[src/rtl/ro_puf_pkg.sv]
// Shared types and helpers for the ring-oscillator PUF race controller.
package ro_puf_pkg;

    localparam int TIMER_W = 16;

    typedef enum logic [2:0] {
        IDLE,
        CLEAR,
        SETTLE,
        RACE,
        RECORD,
        DONE
    } state_e;

    // Bit offset of RO pair idx inside the packed challenge word.
    function automatic int unsigned pair_off(
        input int unsigned idx,
        input int unsigned sel_w
    );
        return idx * 2 * sel_w;
    endfunction

endpackage

[src/rtl/race_timer.sv]
// Loadable up-counter with a terminal-count compare, shared by SETTLE and RACE.
module race_timer
    import ro_puf_pkg::*;
(
    input  logic               clk,
    input  logic               reset,
    input  logic               load_i,
    input  logic               en_i,
    input  logic [TIMER_W-1:0] cmp_i,
    output logic               tc_o
);

    logic [TIMER_W-1:0] count_q;
    logic [TIMER_W-1:0] count_d;

    always_comb begin
        count_d = count_q;
        if (load_i) begin
            count_d = '0;
        end else if (en_i) begin
            count_d = count_q + TIMER_W'(1);
        end
    end

    always_ff @(posedge clk) begin
        if (!reset) begin
            count_q <= '0;
        end else begin
            count_q <= count_d;
        end
    end

    assign tc_o = (count_q == cmp_i);

endmodule

[src/rtl/ro_race_controller.sv]
// Sequences one RO-pair race per response bit and records the winner.
module ro_race_controller
    import ro_puf_pkg::*;
#(
    parameter int RESP_BITS  = 8,
    parameter int SEL_W      = 4,
    parameter int SETTLE_CYC = 4,
    parameter int TIMEOUT    = 4095
) (
    input  logic                         clk,
    input  logic                         reset,
    input  logic                         start,
    input  logic                         abort,
    input  logic [RESP_BITS*2*SEL_W-1:0] challenge,
    input  logic                         fin_a,
    input  logic                         fin_b,
    output logic [SEL_W-1:0]             sel_a,
    output logic [SEL_W-1:0]             sel_b,
    output logic                         cnt_clear,
    output logic                         cnt_enable,
    output logic                         busy,
    output logic                         done,
    output logic [RESP_BITS-1:0]         response,
    output logic                         response_valid,
    output logic [RESP_BITS-1:0]         tie_flags,
    output logic [RESP_BITS-1:0]         timeout_flags
);

    localparam int CH_W  = RESP_BITS * 2 * SEL_W;
    localparam int IDX_W = (RESP_BITS > 1) ? $clog2(RESP_BITS) : 1;

    localparam logic [IDX_W-1:0]   LAST_IDX  = IDX_W'(RESP_BITS - 1);
    localparam logic [TIMER_W-1:0] SETTLE_TC = TIMER_W'(SETTLE_CYC - 1);
    localparam logic [TIMER_W-1:0] RACE_TC   = TIMER_W'(TIMEOUT - 1);

    state_e               state_q, state_d;
    logic [CH_W-1:0]      chal_q, chal_d;
    logic [IDX_W-1:0]     idx_q, idx_d;
    logic [SEL_W-1:0]     sel_a_q, sel_a_d;
    logic [SEL_W-1:0]     sel_b_q, sel_b_d;
    logic [RESP_BITS-1:0] resp_q, resp_d;
    logic [RESP_BITS-1:0] tie_q, tie_d;
    logic [RESP_BITS-1:0] tmo_q, tmo_d;
    logic                 rv_q, rv_d;
    logic                 bit_q, bit_d;

    logic                 t_load;
    logic                 t_en;
    logic [TIMER_W-1:0]   t_cmp;
    logic                 t_tc;

    race_timer u_timer (
        .clk    (clk),
        .reset  (reset),
        .load_i (t_load),
        .en_i   (t_en),
        .cmp_i  (t_cmp),
        .tc_o   (t_tc)
    );

    always_comb begin
        state_d = state_q;
        chal_d  = chal_q;
        idx_d   = idx_q;
        sel_a_d = sel_a_q;
        sel_b_d = sel_b_q;
        resp_d  = resp_q;
        tie_d   = tie_q;
        tmo_d   = tmo_q;
        rv_d    = rv_q;
        bit_d   = bit_q;
        t_load  = 1'b0;
        t_en    = 1'b0;
        t_cmp   = (state_q == RACE) ? RACE_TC : SETTLE_TC;

        unique case (state_q)
            IDLE: begin
                if (start) begin
                    chal_d  = challenge;
                    idx_d   = '0;
                    resp_d  = '0;
                    tie_d   = '0;
                    tmo_d   = '0;
                    rv_d    = 1'b0;
                    sel_a_d = challenge[SEL_W-1:0];
                    sel_b_d = challenge[2*SEL_W-1:SEL_W];
                    state_d = CLEAR;
                end
            end
            CLEAR: begin
                t_load  = 1'b1;
                state_d = SETTLE;
            end
            SETTLE: begin
                if (t_tc) begin
                    t_load  = 1'b1;
                    state_d = RACE;
                end else begin
                    t_en = 1'b1;
                end
            end
            RACE: begin
                t_en = 1'b1;
                // A finish seen on the timeout cycle still wins over the timeout.
                if (fin_a || fin_b || t_tc) begin
                    bit_d   = fin_a & ~fin_b;
                    state_d = RECORD;
                    if (fin_a && fin_b) begin
                        tie_d[idx_q] = 1'b1;
                    end else if (!fin_a && !fin_b) begin
                        tmo_d[idx_q] = 1'b1;
                    end
                end
            end
            RECORD: begin
                resp_d[idx_q] = bit_q;
                if (idx_q == LAST_IDX) begin
                    rv_d    = 1'b1;
                    state_d = DONE;
                end else begin
                    idx_d   = idx_q + IDX_W'(1);
                    sel_a_d = chal_q[pair_off(int'(idx_q) + 1, SEL_W) +: SEL_W];
                    sel_b_d = chal_q[pair_off(int'(idx_q) + 1, SEL_W) + SEL_W +: SEL_W];
                    state_d = CLEAR;
                end
            end
            DONE: begin
                state_d = IDLE;
            end
            default: begin
                state_d = IDLE;
            end
        endcase

        if (abort && (state_q != IDLE)) begin
            state_d = IDLE;
            rv_d    = 1'b0;
        end
    end

    always_ff @(posedge clk) begin
        if (!reset) begin
            state_q <= IDLE;
            chal_q  <= '0;
            idx_q   <= '0;
            sel_a_q <= '0;
            sel_b_q <= '0;
            resp_q  <= '0;
            tie_q   <= '0;
            tmo_q   <= '0;
            rv_q    <= 1'b0;
            bit_q   <= 1'b0;
        end else begin
            state_q <= state_d;
            chal_q  <= chal_d;
            idx_q   <= idx_d;
            sel_a_q <= sel_a_d;
            sel_b_q <= sel_b_d;
            resp_q  <= resp_d;
            tie_q   <= tie_d;
            tmo_q   <= tmo_d;
            rv_q    <= rv_d;
            bit_q   <= bit_d;
        end
    end

    assign sel_a          = sel_a_q;
    assign sel_b          = sel_b_q;
    assign cnt_clear      = (state_q == CLEAR);
    assign cnt_enable     = (state_q == RACE);
    assign busy           = (state_q != IDLE);
    assign done           = (state_q == DONE);
    assign response       = resp_q;
    assign response_valid = rv_q;
    assign tie_flags      = tie_q;
    assign timeout_flags  = tmo_q;

endmodule

[config.mk]
export PLATFORM = sky130hd
export DESIGN_NAME = ro_race_controller
export DESIGN_NICKNAME = d
export VERILOG_FILES = /design/src/rtl/ro_puf_pkg.sv /design/src/rtl/race_timer.sv /design/src/rtl/ro_race_controller.sv
export SDC_FILE = /design/constraint.sdc
export NUM_CORES = 1
export LEC_CHECK = 0
export ABC_AREA = 1
export ABC_CLOCK_PERIOD_IN_PS = 1650
export CORE_MARGIN = 3
export CORE_UTILIZATION = 25
export CTS_BUF_LIST = sky130_fd_sc_hd__clkbuf_4 sky130_fd_sc_hd__clkbuf_8
export CTS_CLUSTER_SIZE = 30
export DETAILED_ROUTE_END_ITERATION = 8
export PLACE_DENSITY_LB_ADDON = 0.1
export SLEW_MARGIN = 25
export SYNTH_ARGS = -nofsm -noshare
export SYNTH_HDL_FRONTEND = slang
export SYNTH_SLANG_ARGS = --single-unit
export TNS_END_PERCENT = 5
[constraint.sdc]
create_clock -name clk -period 1.65 [get_ports clk]
set_clock_uncertainty 0.1 [all_clocks]
set_input_delay 0.165 -clock clk [delete_from_list [all_inputs] [get_ports clk]]
set_output_delay 0.165 -clock clk [all_outputs]
set_load 0.02 [all_outputs]
==> impl_summary.md, run 1 <==
Global route
The first-pass GRT wire length is 26800 um. Entering global routing, the biggest net connects 59 pins. The initial antenna violation count is 0. The aggregate global routing overflow is 0. The via count of the first global-routing pass is 5197. The total global-route track usage is 15.5%.

STA
The routed design could run at a clock period as short as 1.74 ns. Setup repair after global routing could not meet its margin everywhere. The highest attainable clock frequency is 576 MHz. The number of hold violations in the final report is 0. At the pin with the least slew margin, the transition time is 0.421 ns. Setup violations remaining at the end of the flow were counted as 46. The count of final max-slew check failures came to 0. The minimum setup slack in the final design is -0.0873 ns.

In the finished design, the share of the clock period the worst path needs comes to 105%. The worst-case headroom to the max-slew limit is 71.9%.

Detailed routing
The remaining antenna violation count after routing is 0. The average wire per standard cell is 14.6 um. After detailed routing, the total wire length is 16500 um. The number of vias per cell is 4.45.

The number of iterations in the first detailed-routing pass is 4. The final route contains 5006 vias. After the first detailed-routing iteration, the DRC count stood at 240. The final routed DRC violation total is 0.

Setup path
The element type at the critical path end is a flip-flop. The worst setup path is of the reg2reg kind. Counting both buffers and inverters, the worst setup path holds a total of 1. The cell family contributing the most delay on the critical path is simple AND/OR/NAND/NOR gates.

By instance count, the cell type seen most on the critical path is sky130_fd_sc_hd__nand2_1. For the worst setup path, the data required time is 1.83 ns. The slowest cell on the critical path is sky130_fd_sc_hd__dfxtp_2. The critical path goes through or2_2, nor2_2, nand2_1, nand2_1, nand3_4, o211ai_4, buf_6, a21oi_2. The critical-path maximum fanout is 7. The worst setup path is launched from a flip-flop. The largest single stage delay on the critical path is 0.35 ns. Data on the critical path arrives at its endpoint at 1.92 ns.

Layout
The repair_antennas step left the layout with diodes totalling 0. In the layout the commonest cells are 96 x sky130_fd_sc_hd__dfxtp_1, 88 x sky130_fd_sc_hd__nand2_1, 86 x sky130_fd_sc_hd__inv_1, 82 x sky130_fd_sc_hd__nor2_1, 82 x sky130_fd_sc_hd__buf_4. The count of placed standard cells in the final layout, fillers left out is 1126. Compared with the post-synthesis result, the final layout area differs by 51.4%. The area of all placed cells without fillers is 0.00748 mm^2. The final net count is 934. Counting the fill cells in the layout gives 2007.

Cells with a size suffix above 1 make up 22.9% of the layout. The leading cell type in the layout, fill and taps excluded is sky130_fd_sc_hd__dfxtp_1.

CTS
Buffers inserted to repair hold after CTS numbered 0. The clock latency on the worst-skew pair is 0.39 ns. The TritonCTS buffer count is 9. Clock-pin slew was measured on the worst setup and hold paths at 0.12 ns. The H-tree was split into 3 levels.

The TritonCTS clock tree is built. The tree is rooted in a sky130_fd_sc_hd__clkbuf_8. CTS saw 112 sinks. The longest clock path from root to sink contains 2 buffers.

Synth
The compound-cell area share of the yosys netlist is 21.4%. The multiplexer share of the synthesized area is 0%. The xor/xnor share of the synthesized area is 1.60%.

The dominant synthesized flop cell is sky130_fd_sc_hd__dfxtp_1. The netlist area before placement is 0.00494 mm^2. The share of synthesized area occupied by flip-flops and latches is 45.4%. The fraction of post-synthesis cell area in the top cell type by area is 45.4%.

The netlist uses 38 different library cells. In this run, synthesis inferred 0 flip-flops with an integrated enable. The average instance in the mapped netlist occupies 7.26 um^2. The gate count after technology mapping is 680. The synthesized netlist devotes 0.760% of its cell area to adder and majority cells. The fraction of the mapped netlist area in simple logic gates is 20.9%. For this run, the number of Yosys warnings is 0. The fraction of registers with async set/reset is 0%. The net count after synthesis is 753. The biggest area contributor in the post-synthesis netlist is sky130_fd_sc_hd__dfxtp_1. The main combinational cell family by area after synthesis is compound AO/OA/AOI/OAI gates. The flip-flop and latch count after synthesis is 112. By area the synthesized netlist is led by sky130_fd_sc_hd__dfxtp_1 45%, sky130_fd_sc_hd__a21oi_1 8.6%, sky130_fd_sc_hd__nand2_1 7.5%.

Status
The run finished, with violations left. The checks that failed: setup timing.

Floorplanning
The number of placed I/O pins is 107. The floorplan has 50 rows. The floorplan step defined a die boundary enclosing 0.0215 mm^2. The starting density of the core is 25.9%. The placeable core area is 0.0191 mm^2. The die width is 147 um. The vertical extent of the die is 147 um.

Power and ir drop
IR analysis of the VDD net gives a maximum drop of 0.000525 V. The leakage power summed over all cells is 3.18 nW. For this design the ratio of total power to cell area is 1390 mW/mm^2.

The design draws 0.0104 W.

Place
The placed wire-length estimate is 12700 um. The congestion estimate from routability-driven global placement came to 0.829. The number of placed instances, taps included, is 1104. The number of input and output port buffers inserted is 106. After detailed placement, the total cell area comes to 0.00693 mm^2.

Flow run
The tool flagged a number of max-cap violations equal to 0.

Worst hold path
The tightest min-delay check is of the in2reg type.
## layer usage
layer / vias to the layer above / part of all wire [%] / track usage [%]
met2: 103 / 48 / 26.0
met3: 8 / 3.9 / 3.48
met5: - / 0 / 0
li1: 2609 / - / -
met4: 0 / 0.77 / 2.92
met1: 2286 / 48 / 20.6
## synth_stat cells, types with 4 or more instances
cell                          n
sky130_fd_sc_hd__nand3_1     23
sky130_fd_sc_hd__nand2_2      4
sky130_fd_sc_hd__o22ai_1     19
sky130_fd_sc_hd__nand2_1     99
sky130_fd_sc_hd__clkbuf_1    16
sky130_fd_sc_hd__xor2_1       5
sky130_fd_sc_hd__dfxtp_1    112
sky130_fd_sc_hd__nor3_1       7
sky130_fd_sc_hd__nor2_1      90
sky130_fd_sc_hd__o2111ai_1    4
sky130_fd_sc_hd__buf_2        9
sky130_fd_sc_hd__xnor2_1      4
sky130_fd_sc_hd__o21ai_0     68
sky130_fd_sc_hd__nand4_1      8
sky130_fd_sc_hd__inv_1       90
sky130_fd_sc_hd__a21oi_1     85
## worst reg2reg max path, stage by stage, from the launching register on
cell,delay (ns)
sky130_fd_sc_hd__dfxtp_2,0.35
sky130_fd_sc_hd__or2_2,0.30
sky130_fd_sc_hd__nor2_2,0.10
sky130_fd_sc_hd__nand2_1,0.05
sky130_fd_sc_hd__nand2_1,0.09
sky130_fd_sc_hd__nand3_4,0.15
sky130_fd_sc_hd__o211ai_4,0.26
sky130_fd_sc_hd__buf_6,0.19
sky130_fd_sc_hd__a21oi_2,0.04
## report_power, final
group | leakage [nW] | switching (W) | internal, W
sequential | 0.928 | 0.000354 | 0.00357
combinational | 2.14 | 0.00288 | 0.00178
clock | 0.111 | 0.00109 | 0.000752
## layout make-up
cell class,count,area (um^2),share of cell area [%]
Inverter,93,362,4.84
Clock inverter,7,95.1,1.27
Timing Repair inverter,1,8.76,0.117
Clock buffer,9,124,1.66
Sequential cell,112,2270,30.4
Timing Repair Buffer,196,1810,24.2
Tap cell,260,325,4.35
Multi-Input combinational cell,448,2480,33.2
## repair_timing
action / 4_1_cts / 5_1_grt
resized for setup: 79 / 75
setup buffers: 0 / 3
cloned: 3 / 0
pin swaps: 9 / 11
setup endpoints to repair: 135 / 99
## cell families (layout without fill, tap and decap cells)
family          count (synthesis)  in the layout
xor+xnor                        9              9
flops                         112            112
simple gates                  241            243
compound gates                193            193
fa+ha+maj                       3              3
buf+inv                       122            306
## state kept, by name (all words and copies together) (netlist names)
register and count:
state_q 3, tie_flags 8, timeout_flags 8, idx_q 3, bit_q 1, u_timer.count_q 16, sel_a 4, response 8
sel_b 4, chal_q 56, response_valid 1
## final timing paths
| check | start | to | slack [ns] | cells past startpoint |
|---|---|---|---|---|
| max | u_timer.count_q[4] | u_timer.count_q[15] | -0.09 | 8 |
| min reg2reg | timeout_flags[7] | timeout_flags[7] | 0.35 | 2 |
| max reg2reg | u_timer.count_q[4] | u_timer.count_q[15] | -0.09 | 8 |
| min | reset | response[7] | 0.10 | 3 |
## stage by stage
stage / setup slack [ns] / TNS, ns / hold slack (ns) / util [%]
3_3_place_gp: -0.147 / -3.82 / 0.339 / 36.3
6_report: -0.0873 / -2.07 / 0.104 / 39.2
4_1_cts: -0.122 / -2.96 / 0.0583 / 38.1
3_5_place_dp: -0.145 / -7.41 / 0.340 / 36.3
2_1_floorplan: -0.0514 / -0.645 / 0.182 / -
5_1_grt: -0.220 / -9.92 / 0.0917 / 39.2
Note: power is estimated with default switching activity, not from simulation.
==> run 2: changes to the inputs <==
- SKIP_LAST_GASP: default -> 1
==> impl_summary.md, run 2 (synthesis results as in run 1) <==
Setup path
The kind of start point of the critical path is a flip-flop. The reg-to-reg startpoint is idx_q[0]. The element type at the critical path end is a flip-flop. The slowest cell on the critical path is sky130_fd_sc_hd__dfxtp_1. The setup path with the least slack is of type reg2reg. The critical path goes through buf_4, ha_1, ha_1, nand2_1, nand3_2, buf_12, nor2_1, o31ai_1, a21oi_1. The combined buffer and inverter count along the critical path was 2 (+1). The worst path arrival time is 1.99 ns (+0.07 ns).

The number of cells traversed by the worst register-to-register path is 9 (+1). The end of the worst register-to-register path is sel_a[0]. Among cell families on the critical path, the largest total delay comes from adder cells. The largest incremental delay on the critical path is 0.34 ns (about the same). The required time of the worst setup path was 1.88 ns (+0.05 ns). The critical-path maximum fanout was 16 (+9). The most numerous cell type found on the critical path is sky130_fd_sc_hd__ha_1. The slack of the worst reg-to-reg path is -0.11 ns (-0.02 ns).

Floorplanning
The die width is 147 um (unchanged). The number of placed I/O pins is 107 (unchanged). The full die area is 0.0215 mm^2 (unchanged). The site row count is 50 (unchanged). The placeable core area was 0.0191 mm^2 (unchanged).

The starting density of the core was 25.9% (unchanged). The vertical extent of the die is 147 um (unchanged).

STA
The worst hold slack after final layout is 0.0850 ns (-0.0191 ns). The highest attainable clock frequency is 568 MHz (-1.3%). The worst-case headroom to the max-slew limit was 71.0% (-0.93 points). The post-route clock period utilization was 107% (+1.4 points). The number of hold violations in the final report came to 0 (unchanged). The slew of the pin with the lowest slew margin is 0.432 ns (+0.0111 ns). Setup repair after global routing could not meet its margin everywhere. The count of final max-slew check failures is 0 (unchanged). The setup TNS is -2.43 ns (-0.367 ns). The final critical-path required period is 1.76 ns (+0.0234 ns). The total of endpoints with negative setup slack in the final report is 59 (+28%).

The minimum setup slack in the final design came to -0.111 ns (-0.0234 ns).

CTS
The total clock sinks is 112 (unchanged). TritonCTS built the clock tree. The TritonCTS buffer count is 9 (unchanged). The clock latency on the worst-skew pair is 0.39 ns (about the same). The clock-pin slew on the worst setup and hold paths is 0.12 ns (about the same). The deepest level of the CTS H-tree came to 3 (unchanged). The number of buffers on the longest clock path is 2 (unchanged).

The number of hold-repair buffers added at the cts stage is 0 (unchanged). The clock tree root driver cell is sky130_fd_sc_hd__clkbuf_8.

Layout
The library cell used most frequently in the layout, excluding fill and tap cells, is sky130_fd_sc_hd__clkdlybuf4s50_1. The antenna cell count is 0 (unchanged). The fraction of final layout cells sized beyond drive strength 1 came to 18.7% (-4.2 points). The final net count came to 931 (-0.32%).

The largest registers in the layout are chal_q (56), u_timer.count_q (16). The flip-flop count of the largest register, all copies and words added is 56 (unchanged). The number of inserted filler cells in the final layout came to 2011 (+0.20%). The library cells used most frequently in the layout, excluding fill and tap cells, are 101 x sky130_fd_sc_hd__clkdlybuf4s50_1, 100 x sky130_fd_sc_hd__dfxtp_1, 96 x sky130_fd_sc_hd__nand2_1, 89 x sky130_fd_sc_hd__inv_1, 86 x sky130_fd_sc_hd__nor2_1. The count of placed standard cells in the final layout, fillers left out is 1123 (-0.27%). The register bank with the most flops is chal_q. The area growth from synthesis to layout is 48.0%.

Detailed routing
The vias after detailed routing is 4983 (-0.46%). The final routed DRC violation total is 0 (unchanged). The average wire per standard cell was 14.5 um (-0.85%).

The number of iterations in the first detailed-routing pass came to 5 (+1). The number of vias per cell was 4.44 (-0.19%). The starting DRC count in detailed routing is 285 (+19%). The routed wire length is 16300 um (-1.1%).

The remaining antenna violation count after routing is 0 (unchanged).

Power and ir drop
The leakage power summed over all cells was 2.89 nW (-9.4%). The worst vdd rail ir drop was 0.000492 V (-6.2%). The power density over cell area is 1400 mW/mm^2 (+0.29%).

Place
The pre-CTS worst setup slack is -0.145 ns (unchanged). The placed cell count is 1104 (unchanged). The number of input and output port buffers inserted is 106 (unchanged). The global placer's final weighted congestion was 0.829 (unchanged).

The placed wire-length estimate is 12700 um (unchanged).

Status
The final reports fail on setup timing. The run finished, with violations left.

Global route
The largest net degree at the start of global routing is 59 (unchanged). The via count of the first global-routing pass came to 5165 (-0.62%). The aggregate global routing overflow is 0 (unchanged). The first-pass GRT wire length is 26600 um (-0.52%). The total global-route track usage was 15.4% (-0.059 points).

The initial antenna violation count is 0 (unchanged).

Worst hold path
The min-delay analysis places its worst path in the category in2reg. The count of cells along the worst hold path is 3 (unchanged). The end point of the most critical hold path is response[7]. The worst min-delay path startpoint is reset.

Flow run
The number of max-cap violations is 0 (unchanged).
## run 2: cell count changes in the layout (fill, tap and decap cells not counted), moves of 8 or more
cell,before,now
sky130_fd_sc_hd__dlygate4sd2_1,24,0
sky130_fd_sc_hd__o21ai_0,52,68
sky130_fd_sc_hd__a21oi_2,20,10
sky130_fd_sc_hd__o21ai_1,16,0
sky130_fd_sc_hd__dlymetal6s2s_1,9,0
sky130_fd_sc_hd__clkdlybuf4s50_1,68,101
sky130_fd_sc_hd__nand2_1,88,96
sky130_fd_sc_hd__a21oi_1,67,77
## run 2: worst max-delay path by stage
stage,depth (start not counted),to,start,slack (ns)
2_1_floorplan,11,u_timer.count_q[5],state_q[1],-0.05
3_3_place_gp,11,u_timer.count_q[8],u_timer.count_q[10],-0.15
3_5_place_dp,10,u_timer.count_q[9],u_timer.count_q[10],-0.15
4_1_cts,9,u_timer.count_q[15],state_q[0],-0.12
5_1_grt,11,timeout_flags[7],state_q[0],-0.24
6_report,9,sel_a[0],idx_q[0],-0.11
## run 2: power by group
part / internal (W) / switching (W) / total, W
Sequential: 0.00357 / 0.000365 / 0.00393
Combinational: 0.00173 / 0.00271 / 0.00444
Clock: 0.000751 / 0.00109 / 0.00184
## run 2: tightest hold or removal path: stages
cell	delay, ns
sky130_fd_sc_hd__buf_2	0.18
sky130_fd_sc_hd__nand2_1	0.12
sky130_fd_sc_hd__o22ai_1	0.07
## run 2: cell type report
| type | instances | area (um^2) | share of cell area [%] |
|---|---|---|---|
| tap | 260 | 325 | 4.45 |
| sequential | 112 | 2260 | 31.0 |
| timing repair inverter | 1 | 8.76 | 0.120 |
| multi-input combinational | 448 | 2340 | 32.0 |
| timing repair buffer | 193 | 1790 | 24.5 |
| inverter | 93 | 362 | 4.95 |
| clock buffer | 9 | 124 | 1.69 |
| clock inverter | 7 | 95.1 | 1.30 |
## run 2: through the flow
step | util [%] | area [um^2] | power [W]
detailed placement | 36.3 | 6930 | 0.00828
finish | 38.3 | 7310 | 0.0102
CTS | 38.1 | 7270 | 0.0103
floorplan | - | 4970 | 0.00651
global placement | 36.3 | 6930 | 0.00822
global route | 38.3 | 7310 | 0.0110
## run 2: metal layers
| metal | up-vias | global-route usage (%) | part of all wire (%) |
|---|---|---|---|
| met1 | 2275 | 20.5 | 48 |
| met5 | - | 0 | 0 |
| met3 | 8 | 3.51 | 3.7 |
| met2 | 102 | 25.8 | 47 |
| li1 | 2598 | - | - |
| met4 | 0 | 2.92 | 0.80 |
## run 2: what timing repair did
item                                    in CTS  in global routing
cloned                                       3                  0
gates resized for setup                     39                 16
setup buffers                                0                  0
endpoints found under the setup margin     135                140
pin swaps                                    8                  4
==> RTL change, RTL diff (config.mk and constraints of run 2) <==
Re-encode `state_e` (6 states) as one-hot, 6 bits wide.
--- a/src/rtl/ro_puf_pkg.sv
+++ b/src/rtl/ro_puf_pkg.sv
@@ -3,13 +3,13 @@
 
     localparam int TIMER_W = 16;
 
-    typedef enum logic [2:0] {
-        IDLE,
-        CLEAR,
-        SETTLE,
-        RACE,
-        RECORD,
-        DONE
+    typedef enum logic [5:0] {
+        IDLE   = 6'b000001,
+        CLEAR  = 6'b000010,
+        SETTLE = 6'b000100,
+        RACE   = 6'b001000,
+        RECORD = 6'b010000,
+        DONE   = 6'b100000
     } state_e;
 
     // Bit offset of RO pair idx inside the packed challenge word.
Check against the original RTL: same outputs for any inputs over 10 cycles, from zero or initial values and one cycle with reset low; not proved beyond that.
==> RTL change against run 2 <==
The flow still finishes with violations (setup timing); sequential share of layout area shrank 1.8 points; setup slack lost 0.026 ns; first-iteration DRC count shrank 25%; synthesized cell count increased by 5.9%; design area increased by 8.4%; routed wire length increased by 5.7%; sequential cell count rose by 3; count of clock-buffer cells in the layout grew 9; area after synthesis is 7.3% higher.
Power is not compared: it rests on default switching activity, and its combinational part moved more than twofold at a synthesized area within 25%.
==> RTL change: results (changes against run 2) <==
[run_status]
outcome = complete, but fails checks
violations = setup timing

[synthesis]
synth-compound-area-share_pct = 19.9  ; -1.5 points
synthMuxAreaShare_pct = 0  ; unchanged
synth_common_cells = dfxtp_1, inv_1, nand2_1
synth_fa_ha_area_share_pct = 0.709  ; -0.052 points
async_reset_ff_share_pct = 0  ; unchanged
synthXorXnorAreaFrac_pct = 1.82  ; +0.22 points
syn-num-nets = 793  ; +5.3%
yosysSeqAreaShare_pct = 43.5  ; -1.9 points
synth_area_leaders = dfxtp_1, a21oi_1, inv_1, nand2_1, o21ai_0
yosysUniqueCellTypes = 43  ; +13%
ys.warnings.count = 0  ; unchanged

[sta]
finalSetupTns_ns = -5.22  ; -2.79 ns
setup_viol = 122  ; +110%
layout_setup_ws_ns = -0.137  ; -0.0262 ns
worstMarginPinSlew_ns = 0.292  ; -0.140 ns

[route]
first_iter_violations = 213  ; -25%
dr.pass1.iters = 5  ; unchanged
post_drt_wl_per_cell_um = 14.7  ; +1.1%
route.vias.total = 5323  ; +6.8%

[global_routing]
grt_pass1_vias = 5368  ; +3.9%
grt_max_degree = 56  ; -5.1%
grt_pass1_wl_mm = 26.8  ; +0.88%
grt_usage_pct = 15.0  ; -0.41 points

[placement]
pre_cts_ws_ns = -0.147  ; -0.00162 ns
port_buffers = 106  ; unchanged
place_congestion = 0.819  ; -1.3%
dpl.hpwl_mm = 12.5  ; -1.7%

[clock_tree]
path_clk_slew_ns = 0.08  ; -0.04 ns
cts_buffer_depth = 2  ; unchanged
cts_buffers = 17  ; +8
clock_latency_ns = 0.44  ; +0.05 ns
cts_max_level = 4  ; +1

[worst_setup_path]
r2r_cells = 11  ; +2
cp_data_arrival_time_ns = 1.52  ; -0.47 ns
r2r-end = u_timer.count_q[11]$_SDFFE_PP0P_
r2r_start = state_q[5]$_SDFFE_PP0P_
crit_fanout = 4  ; -12
rrSetupSlack_ns = -0.10

[cells_and_area]
reg.largest.list = chal_q: 56 flops, u_timer.count_q: 16 flops
nNetsFinal = 964  ; +3.5%
drive_gt1_share_pct = 20.2  ; +1.6 points
diodes = 0  ; unchanged

[power_and_ir_drop]
leakagePower_nw = 3.09
ir_drop_v = 0.000410

[worst_hold_path]
min_path_cells = 4  ; +1
min_to = chal_q[14]$_SDFFE_PN0P_
hold_path.startpoint = reset

RTL change: report_power, final:
part           internal, mW  total (mW)  leakage (nW)  switching (mW)
combinational         0.653        1.36          1.92           0.710
clock                  1.81        3.01         0.226            1.20
sequential             3.01        3.10         0.946          0.0969
RTL change: metal layers:
metal / routed length [um] / up-vias / global-route usage [%] / part of all wire (%)
li1: - / 2728 / - / -
met1: 8260 / 2451 / 19.8 / 48
met2: 7880 / 126 / 23.9 / 46
met3: 795 / 18 / 3.51 / 4.6
met4: 267 / 0 / 5.66 / 1.6
met5: 0 / - / 0 / 0
RTL change: logic make-up (layout without fill, tap and decap cells):
logic type	count (synthesis)	in the layout
DFF	115	115
and+or+nand+nor	256	257
AOI/OAI and AO/OA	193	193
adders and majority gates	3	3
buffers and inverters	142	325
xor gates and xnor gates	11	11
RTL change: worst max-delay path by stage:
stage,cells after the start,slack (ns),to,from
6_report,4,-0.14,cnt_clear,state_q[5]$_SDFFE_PP0P_
5_1_grt,11,-0.22,u_timer.count_q[15]$_SDFFE_PP0P_,state_q[5]$_SDFFE_PP0P_
4_1_cts,4,-0.13,cnt_clear,state_q[4]$_SDFFE_PP0P_
3_5_place_dp,7,-0.15,chal_q[58]$_SDFFE_PN0P_,start
3_3_place_gp,8,-0.15,chal_q[58]$_SDFFE_PN0P_,state_q[2]$_SDFFE_PP0P_
2_1_floorplan,8,-0.14,timeout_flags[4]$_SDFFE_PN0P_,state_q[2]$_SDFFE_PP0P_
RTL change: repair_timing:
action,4_1_cts,5_1_grt
endpoints found under the setup margin,123,152
pin swaps,2,10
gates resized for setup,32,35
buffers inserted,2,4
gates cloned,2,2
RTL change: final cells by class:
type                    count  area, um^2
multi-input cells         464        2580
inverters                 104         403
clock inverters            14         211
repair buffers            189        1840
flip-flops and latches    115        2310
fillers                  2109       12600
clock buffers              18         241
well taps                 270         338
RTL change: per-stage QoR:
stage / utilization, % / hold slack [ns] / area, um^2 / std cells
floorplan: - / 0.200 / 5350 / 720
global route: 38.7 / 0.122 / 7920 / 1174
global placement: 35.2 / 0.340 / 7210 / 1132
detailed placement: 35.2 / 0.341 / 7210 / 1132
finish: 38.7 / 0.134 / 7920 / 1174
CTS: 37.8 / 0.0976 / 7750 / 1168
RTL change: critical path, cell delays in order (launching register included):
cell and delay [ns]:
dfxtp_2 0.33, nor2_4 0.21, inv_2 0.07, nor4_4 0.29, buf_4 0.19
